$ cat config.mk
export PLATFORM = sky130hd
export DESIGN_NAME = wb_burst_master
export DESIGN_NICKNAME = d
export VERILOG_FILES = /design/src/rtl/wb_burst_master.sv
export SDC_FILE = /design/constraint.sdc
export NUM_CORES = 1
export LEC_CHECK = 0
export CAP_MARGIN = 20
export CORE_ASPECT_RATIO = 1.5
export CORE_MARGIN = 2
export CORE_UTILIZATION = 40
export CTS_BUF_LIST = sky130_fd_sc_hd__clkbuf_8
export CTS_CLUSTER_DIAMETER = 60
export DETAILED_ROUTE_END_ITERATION = 10
export GPL_ROUTABILITY_DRIVEN = 0
export PLACE_DENSITY = 0.73
export SYNTH_ARGS = -nofsm -noshare
export SYNTH_HDL_FRONTEND = slang
export SYNTH_SLANG_ARGS = --single-unit
$ cat constraint.sdc
create_clock -name wb_clk -period 2.2 [get_ports wb_clk]
set_clock_uncertainty 0.1 [all_clocks]
set_input_delay 0.33 -clock wb_clk [delete_from_list [all_inputs] [get_ports wb_clk]]
set_output_delay 0.33 -clock wb_clk [all_outputs]
set_load 0.02 [all_outputs]
$ cat src/rtl/wb_burst_master.sv
// Wishbone B4 burst master: issues incrementing bursts of up to 2^BLW beats,
// with retry handling, per-beat timeout and error abort.
module wb_burst_master #(
    parameter int dw        = 32,
    parameter int aw        = 32,
    parameter int BLW       = 4,
    parameter int TIMEOUT   = 255,
    parameter int MAX_RETRY = 3
) (
    input  logic              wb_clk,
    input  logic              wb_rst,
    output logic [aw-1:0]     wb_adr_o,
    output logic [dw-1:0]     wb_dat_o,
    output logic [dw/8-1:0]   wb_sel_o,
    output logic              wb_we_o,
    output logic              wb_cyc_o,
    output logic              wb_stb_o,
    output logic [2:0]        wb_cti_o,
    output logic [1:0]        wb_bte_o,
    input  logic [dw-1:0]     wb_dat_i,
    input  logic              wb_ack_i,
    input  logic              wb_err_i,
    input  logic              wb_rty_i,
    input  logic              start,
    input  logic [aw-1:0]     address,
    input  logic [dw/8-1:0]   selection,
    input  logic              write,
    input  logic [BLW-1:0]    burst_len,
    input  logic [dw-1:0]     wr_data,
    output logic              wr_req,
    output logic [dw-1:0]     rd_data,
    output logic              rd_valid,
    output logic              active,
    output logic              done,
    output logic [1:0]        status
);
    localparam int TW = $clog2(TIMEOUT + 1);
    localparam int RW = (MAX_RETRY > 0) ? $clog2(MAX_RETRY + 1) : 1;

    typedef enum logic [1:0] {IDLE, BUS, RETRY} state_t;

    state_t          state, state_nxt;
    logic [BLW-1:0]  len, beat;
    logic [TW-1:0]   tmo_cnt;
    logic [RW-1:0]   retry_cnt;
    logic            last_beat;
    logic            accept, advance, acked, reissue, waiting, finish;
    logic [1:0]      fin_status;

    assign last_beat = (beat == len);
    assign wr_req    = wb_ack_i & wb_stb_o & wb_we_o & ~last_beat;
    assign wb_bte_o  = 2'b00;

    always_ff @(posedge wb_clk) begin
        if (wb_rst)
            state <= IDLE;
        else
            state <= state_nxt;
    end

    // Termination decode; err beats rty beats ack when they arrive together.
    always_comb begin
        state_nxt  = state;
        accept     = 1'b0;
        advance    = 1'b0;
        acked      = 1'b0;
        reissue    = 1'b0;
        waiting    = 1'b0;
        finish     = 1'b0;
        fin_status = 2'b00;
        case (state)
            IDLE: begin
                if (start) begin
                    accept    = 1'b1;
                    state_nxt = BUS;
                end
            end
            BUS: begin
                if (wb_err_i) begin
                    finish     = 1'b1;
                    fin_status = 2'b01;
                end else if (wb_rty_i) begin
                    if (retry_cnt == RW'(MAX_RETRY)) begin
                        finish     = 1'b1;
                        fin_status = 2'b10;
                    end else begin
                        reissue = 1'b1;
                    end
                end else if (wb_ack_i) begin
                    acked = 1'b1;
                    if (last_beat)
                        finish = 1'b1;
                    else
                        advance = 1'b1;
                end else if (tmo_cnt == TW'(TIMEOUT - 1)) begin
                    finish     = 1'b1;
                    fin_status = 2'b11;
                end else begin
                    waiting = 1'b1;
                end
                if (finish)
                    state_nxt = IDLE;
                else if (reissue)
                    state_nxt = RETRY;
            end
            RETRY: state_nxt = BUS;
            default: state_nxt = IDLE;
        endcase
    end

    always_ff @(posedge wb_clk) begin
        if (wb_rst) begin
            wb_adr_o  <= '0;
            wb_dat_o  <= '0;
            wb_sel_o  <= '0;
            wb_we_o   <= 1'b0;
            wb_cyc_o  <= 1'b0;
            wb_stb_o  <= 1'b0;
            wb_cti_o  <= 3'b000;
            rd_data   <= '0;
            rd_valid  <= 1'b0;
            active    <= 1'b0;
            done      <= 1'b0;
            status    <= 2'b00;
            len       <= '0;
            beat      <= '0;
            tmo_cnt   <= '0;
            retry_cnt <= '0;
        end else begin
            done     <= 1'b0;
            rd_valid <= 1'b0;
            if (accept) begin
                wb_adr_o  <= address;
                wb_sel_o  <= selection;
                wb_we_o   <= write;
                wb_dat_o  <= wr_data;
                wb_cyc_o  <= 1'b1;
                wb_stb_o  <= 1'b1;
                wb_cti_o  <= (burst_len == '0) ? 3'b000 : 3'b010;
                len       <= burst_len;
                beat      <= '0;
                tmo_cnt   <= '0;
                retry_cnt <= '0;
                active    <= 1'b1;
                status    <= 2'b00;
            end
            if (state == RETRY) begin
                wb_cyc_o <= 1'b1;
                wb_stb_o <= 1'b1;
            end
            if (reissue) begin
                retry_cnt <= retry_cnt + RW'(1);
                wb_cyc_o  <= 1'b0;
                wb_stb_o  <= 1'b0;
            end
            if (waiting)
                tmo_cnt <= tmo_cnt + TW'(1);
            if (acked && !wb_we_o) begin
                rd_data  <= wb_dat_i;
                rd_valid <= 1'b1;
            end
            // Next beat: address wraps naturally at 2^aw
            if (advance) begin
                wb_adr_o  <= wb_adr_o + aw'(dw / 8);
                beat      <= beat + BLW'(1);
                tmo_cnt   <= '0;
                retry_cnt <= '0;
                wb_cti_o  <= ((beat + BLW'(1)) == len) ? 3'b111 : 3'b010;
                if (wb_we_o)
                    wb_dat_o <= wr_data;
            end
            if (finish) begin
                wb_cyc_o <= 1'b0;
                wb_stb_o <= 1'b0;
                wb_we_o  <= 1'b0;
                wb_cti_o <= 3'b000;
                done     <= 1'b1;
                active   <= 1'b0;
                status   <= fin_status;
            end
        end
    end
endmodule

# Word level (Yosys, flattened, before mapping)
# Index checks and enable logic that the tools add are counted.
# classes
n_addsub	4
multipliers	0
div	0
n_lt_le_gt_ge	0
eq_ne	8
shift	0
n_mux	59
n_bitwise	4
n_reduce_logical	13
# ops
op	count
$mux 32	5
$mux 1	33
$add 32x3->32 const B	1
$mux 2	13
$mux 8	2
$reduce_bool 2->1	5
$mux 3	3
$add 8x1->8 const B	1
$eq 4x4->1	2
$eq 8x8->1 const B	1
$mux 4	2
$pmux 2 s3	1
$add 4x1->4 const B	1
$eq 2x2->1 const B	2
$logic_not 4->1	1
$reduce_or 2->1	2
$and 1x1->1	3
$ne 3x3->1 const B	1
$reduce_or 3->1	1
$add 2x1->2 const B	1
$eq 2x1->1 const B	1
$logic_not 2->1	1
$ne 2x2->1 const B	1
$reduce_and 2->1	1
other kinds (3)	3
# word_totals
register_bits	130
latchBits	0
mem_bits_rw	0
rom_bits	0
input_bits	111
output_inout_bits	114
word_cells	104
mem_count	0

# Longest topological paths before layout
# depth
depth_word	8
ltp_mapped	8
mapped_depth_nobuf	7

# Worst setup path after synthesis
# OpenSTA, ideal clock, no wires.
# synth_timing
kind	reg2reg
start	register wb_adr_o[16]
end	register wb_adr_o[31]
setup_ns	0.137
arrival_time_ns	1.922
t_required_ns	1.963
slack_ns	0.041
stages_incl_launch_ff	6
n_path_buf	0
synth_period_minus_slack_ns	2.159
cell_sequence	dfxtp_1 nand4_1 or4_1 nor4_1 mux2i_1 o221ai_1
# synth_between
elab_chain_cells	2
# synth_lines
item	line	text
start, declared	12	output logic [aw-1:0] wb_adr_o,
start signal, assigned	133	wb_adr_o <= address;
start signal, assigned	164	wb_adr_o <= wb_adr_o + aw'(dw / 8);
$add 32x3->32	164	
$mux 32	163	if (advance) begin
# Every way passes these cells.
# A chain may end at the register's enable or synchronous reset.

# Worst setup path in the final report
# layout_timing
start	register beat[3]
end	register wb_adr_o[6]
# layout_between
elab_chain_cells	7
word_cells_on_any_way	8
classes_between	1 x eq/ne; 6 x mux; 1 x reduce/logical
# layout_lines
item	line	text
start, declared	43	logic [BLW-1:0] len, beat;
start signal, assigned	165	beat <= beat + BLW'(1);
$eq 4x4->1 (*)	50	assign last_beat = (beat == len);
$mux 1 (*)	91	if (last_beat)
$mux 1 (*)	89	end else if (wb_ack_i) begin
$mux 1 (*)	82	end else if (wb_rty_i) begin
$mux 1 (*)	79	if (wb_err_i) begin
$mux 1 (*)	71	case (state)
$mux 32 or $reduce_bool 2->1 (tied branches)	n/a	
# Every way passes the cells marked *; elsewhere a longest branch is shown, timed or not.

==> impl_metrics.yaml <==
run_status:
  status: "finished clean"
worst_setup_path:
  crit_top_cell: "buf_4"
  crit_buf_inv: 3
  crit_family: "buffers and inverters"
  worstPathRequired_ns: 2.48
  path_class: "reg -> reg"
  worstPathMaxFanout: 9
  slowest_stage: "dfxtp_1"
  max_stage_delay_ns: 0.40
  crit_path_start_kind: "flip-flop"
  critical_path_arrival_ns: 2.38
  crit_path_end_kind: "flip-flop"
  cp_cell_sequence: "xor2_2 > nor4b_2 > buf_4 > buf_4 > buf_4 > nor4b_2 > mux2_2 > a21oi_1"
logic_synthesis:
  synth-seq-cells: 129
  synth_top_area_frac: 0.4612
  synth_area_per_cell_um2: 7.987
  synth_area_leader_cell: "dfxtp_1"
  yosysUniqueCellTypes: 59
  synth-edff-count: 0
  synthFlopType: "dfxtp_1"
  yosys-top-cells-area: "dfxtp_1, nand2_1, a21oi_1, a31oi_1, nand3_1"
  netlist_area_mm2: 0.005599
  ys_warn_count: 0
  async_flop_share: 0
  syn_inst: 701
  ys_seq_area_frac: 0.4612
die:
  io_pins: 225
  die-area_mm2: 0.01498
  dieHeight_um: 148.9
  die_width_um: 100.6
  start_util: 0.4040
  core_area_mm2: 0.01386
  num_rows: 53
drt:
  vias: 5949
  firstDrtPassIters: 4
  wl_um: 17430
  wl_per_cell_um: 15.22
  drt_iter0_markers: 240
  viasPerCell: 5.196
  drcViolationCount: 0
  ant_nets: 0
final_layout:
  areaGrowthSynthToFinish_pct: 58.59
  fin_util: 0.6407
  multi_input_area_mm2: 0.002865
  antenna_cells: 0
  drive_gt1_frac: 0.1347
  fillers: 1188
  nets: 1083
  final_cell_mix: "clkdlybuf4s50_1, nand2_1, dfxtp_1"
  regArea_mm2: 0.002585
  final_common_cell: "clkdlybuf4s50_1"
sta:
  fin_crit_sh: 0.9567
  period_needed_ns: 2.105
  grt_setup_unrepaired: "yes"
  fmax_ghz: 0.4751
  slew_violations: 0
  whs_ns: 0.2213
  setup_viol: 0
  report.final.hold_viol_count: 0
global_route:
  grt_max_degree: 40
  grt_overflow: 0
  antenna_found_initial: 0
  grt_pass1_vias: 5866
  grt_pass1_wl_um: 27940
  grtUsageTotal: 0.2351
clocking:
  root_buffer: "clkbuf_8"
  cts.path.max_buffers: 2
  numCtsBuffers: 17
  htreeDepth: 4
  clk_pin_slew_ns: 0.09
  cts_tree: "yes"
  clk_latency_ns: 0.44
  cts.sinks: 129
  hold_buffers: 0
job:
  maxCapViolCount: 0
power_and_ir_drop:
  cellPowerDensity_mw_per_mm2: 619.9
  ir_drop_uv: 530.2
  seqPwrFrac: 0.454
  p_switching_w: 0.001617
  p_int_w: 0.003888
  p_sw_frac: 0.2937
  power_frac_comb: 0.185
  clockPowerShare: 0.361
  power_leakage_nw: 3.151
min_path:
  hp-class: "in -> reg"
placement:
  hpwlAfterDp_um: 13010
  port_buffers: 222
[per-stage QoR]
step                      instances  total power, W  area [um^2]  setup WS [ns]  setup TNS [ns]
final                          1145        0.005505         8880        0.09518               0
after global routing           1145        0.005746         8880       -0.03375        -0.03375
after CTS                      1143        0.005562         8825      0.0002003               0
after detailed placement       1110        0.003561         8417        -0.1932          -6.148
after global placement         1110        0.003551         8417        -0.1622          -2.159
after floorplan                 702        0.002976         5603        0.04089               0
[power groups by stage]
stage               sequential (W)  clock [W]  combinational, W
finish                     0.00250    0.00199           0.00102
global route               0.00252    0.00214           0.00109
CTS                        0.00250    0.00204           0.00102
detailed placement         0.00255          0           0.00101
global placement           0.00255          0           0.00100
floorplan                  0.00267          0          0.000305
[cell type report]
cell class | instances | share of cell area
clock buffer | 17 | 0.02635
clock inverter | 15 | 0.01705
inverter | 7 | 0.002959
multi-input combinational | 521 | 0.3227
sequential | 129 | 0.2911
tap | 165 | 0.02325
timing repair buffer | 291 | 0.3166
[final timing paths]
check          startpoint      endpoint  slack, ns  cells past startpoint
max               beat[3]   wb_adr_o[6]        0.1                      8
min                wb_rst  wb_adr_o[13]       0.22                      2
max reg2reg       beat[3]   wb_adr_o[6]        0.1                      8
min reg2reg  wb_dat_o[12]  wb_dat_o[12]       0.35                      2
[state kept, by name (all words and copies together), names as in the netlist]
signal	count
active	1
state	2
wb_cti_o	2
wb_stb_o	1
wb_dat_o	32
retry_cnt	2
tmo_cnt	8
wb_sel_o	4
len	4
rd_data	32
wb_we_o	1
beat	4
rd_valid	1
wb_adr_o	32
done	1
status	2
[cell usage after synthesis, types with 2 or more instances]
library cell and number:
a21boi_0 2, o211ai_1 11, o311ai_0 9, buf_4 5, o21ai_0 8, mux2i_1 4, or3_1 10, mux2_2 2
or3b_2 2, buf_2 7, a21oi_1 91, buf_1 2, nor2_1 28, clkbuf_1 30, nor4_2 2, or4_1 12
nand3_1 24, and3_1 3, nor2b_1 2, nand2_1 201, o311a_1 2, dfxtp_1 129, or2_2 3, a31oi_1 21
nor4_1 9, nand4_1 9, nor3_1 11, xor2_1 4, o21a_1 2, xnor2_1 9, nand2b_1 7, a311oi_1 3
ha_1 5, inv_1 7
[repair_timing]
item                                    in CTS  in global routing
buffers inserted                             1                  2
hold endpoints to repair                     0                  0
endpoints found under the setup margin       1                 17
pin swaps                                    0                  3
resized for setup                            4                 10
[cell families (layout without fill, tap and decap cells)]
group,after synthesis,in the layout,share of synthesized area
AND/OR/NAND/NOR,335,335,0.2811
AO/OA/AOI/OAI,160,160,0.1732
flip-flops,129,129,0.4612
buffers and inverters,52,330,0.04112
XOR/XNOR,13,13,0.02034
multiplexers,6,6,0.01117
adder cells (fa/ha/maj),5,5,0.01117
other,1,2,0.0006697
[routing by layer]
layer,track usage,wire length [um],vias to the layer above
met4,0.09521,472,0
met5,0,0,-
li1,-,-,2982
met1,0.2470,6509,2767
met2,0.4240,9331,171
met3,0.07779,1118,29
(Power assumes the default switching activity.)
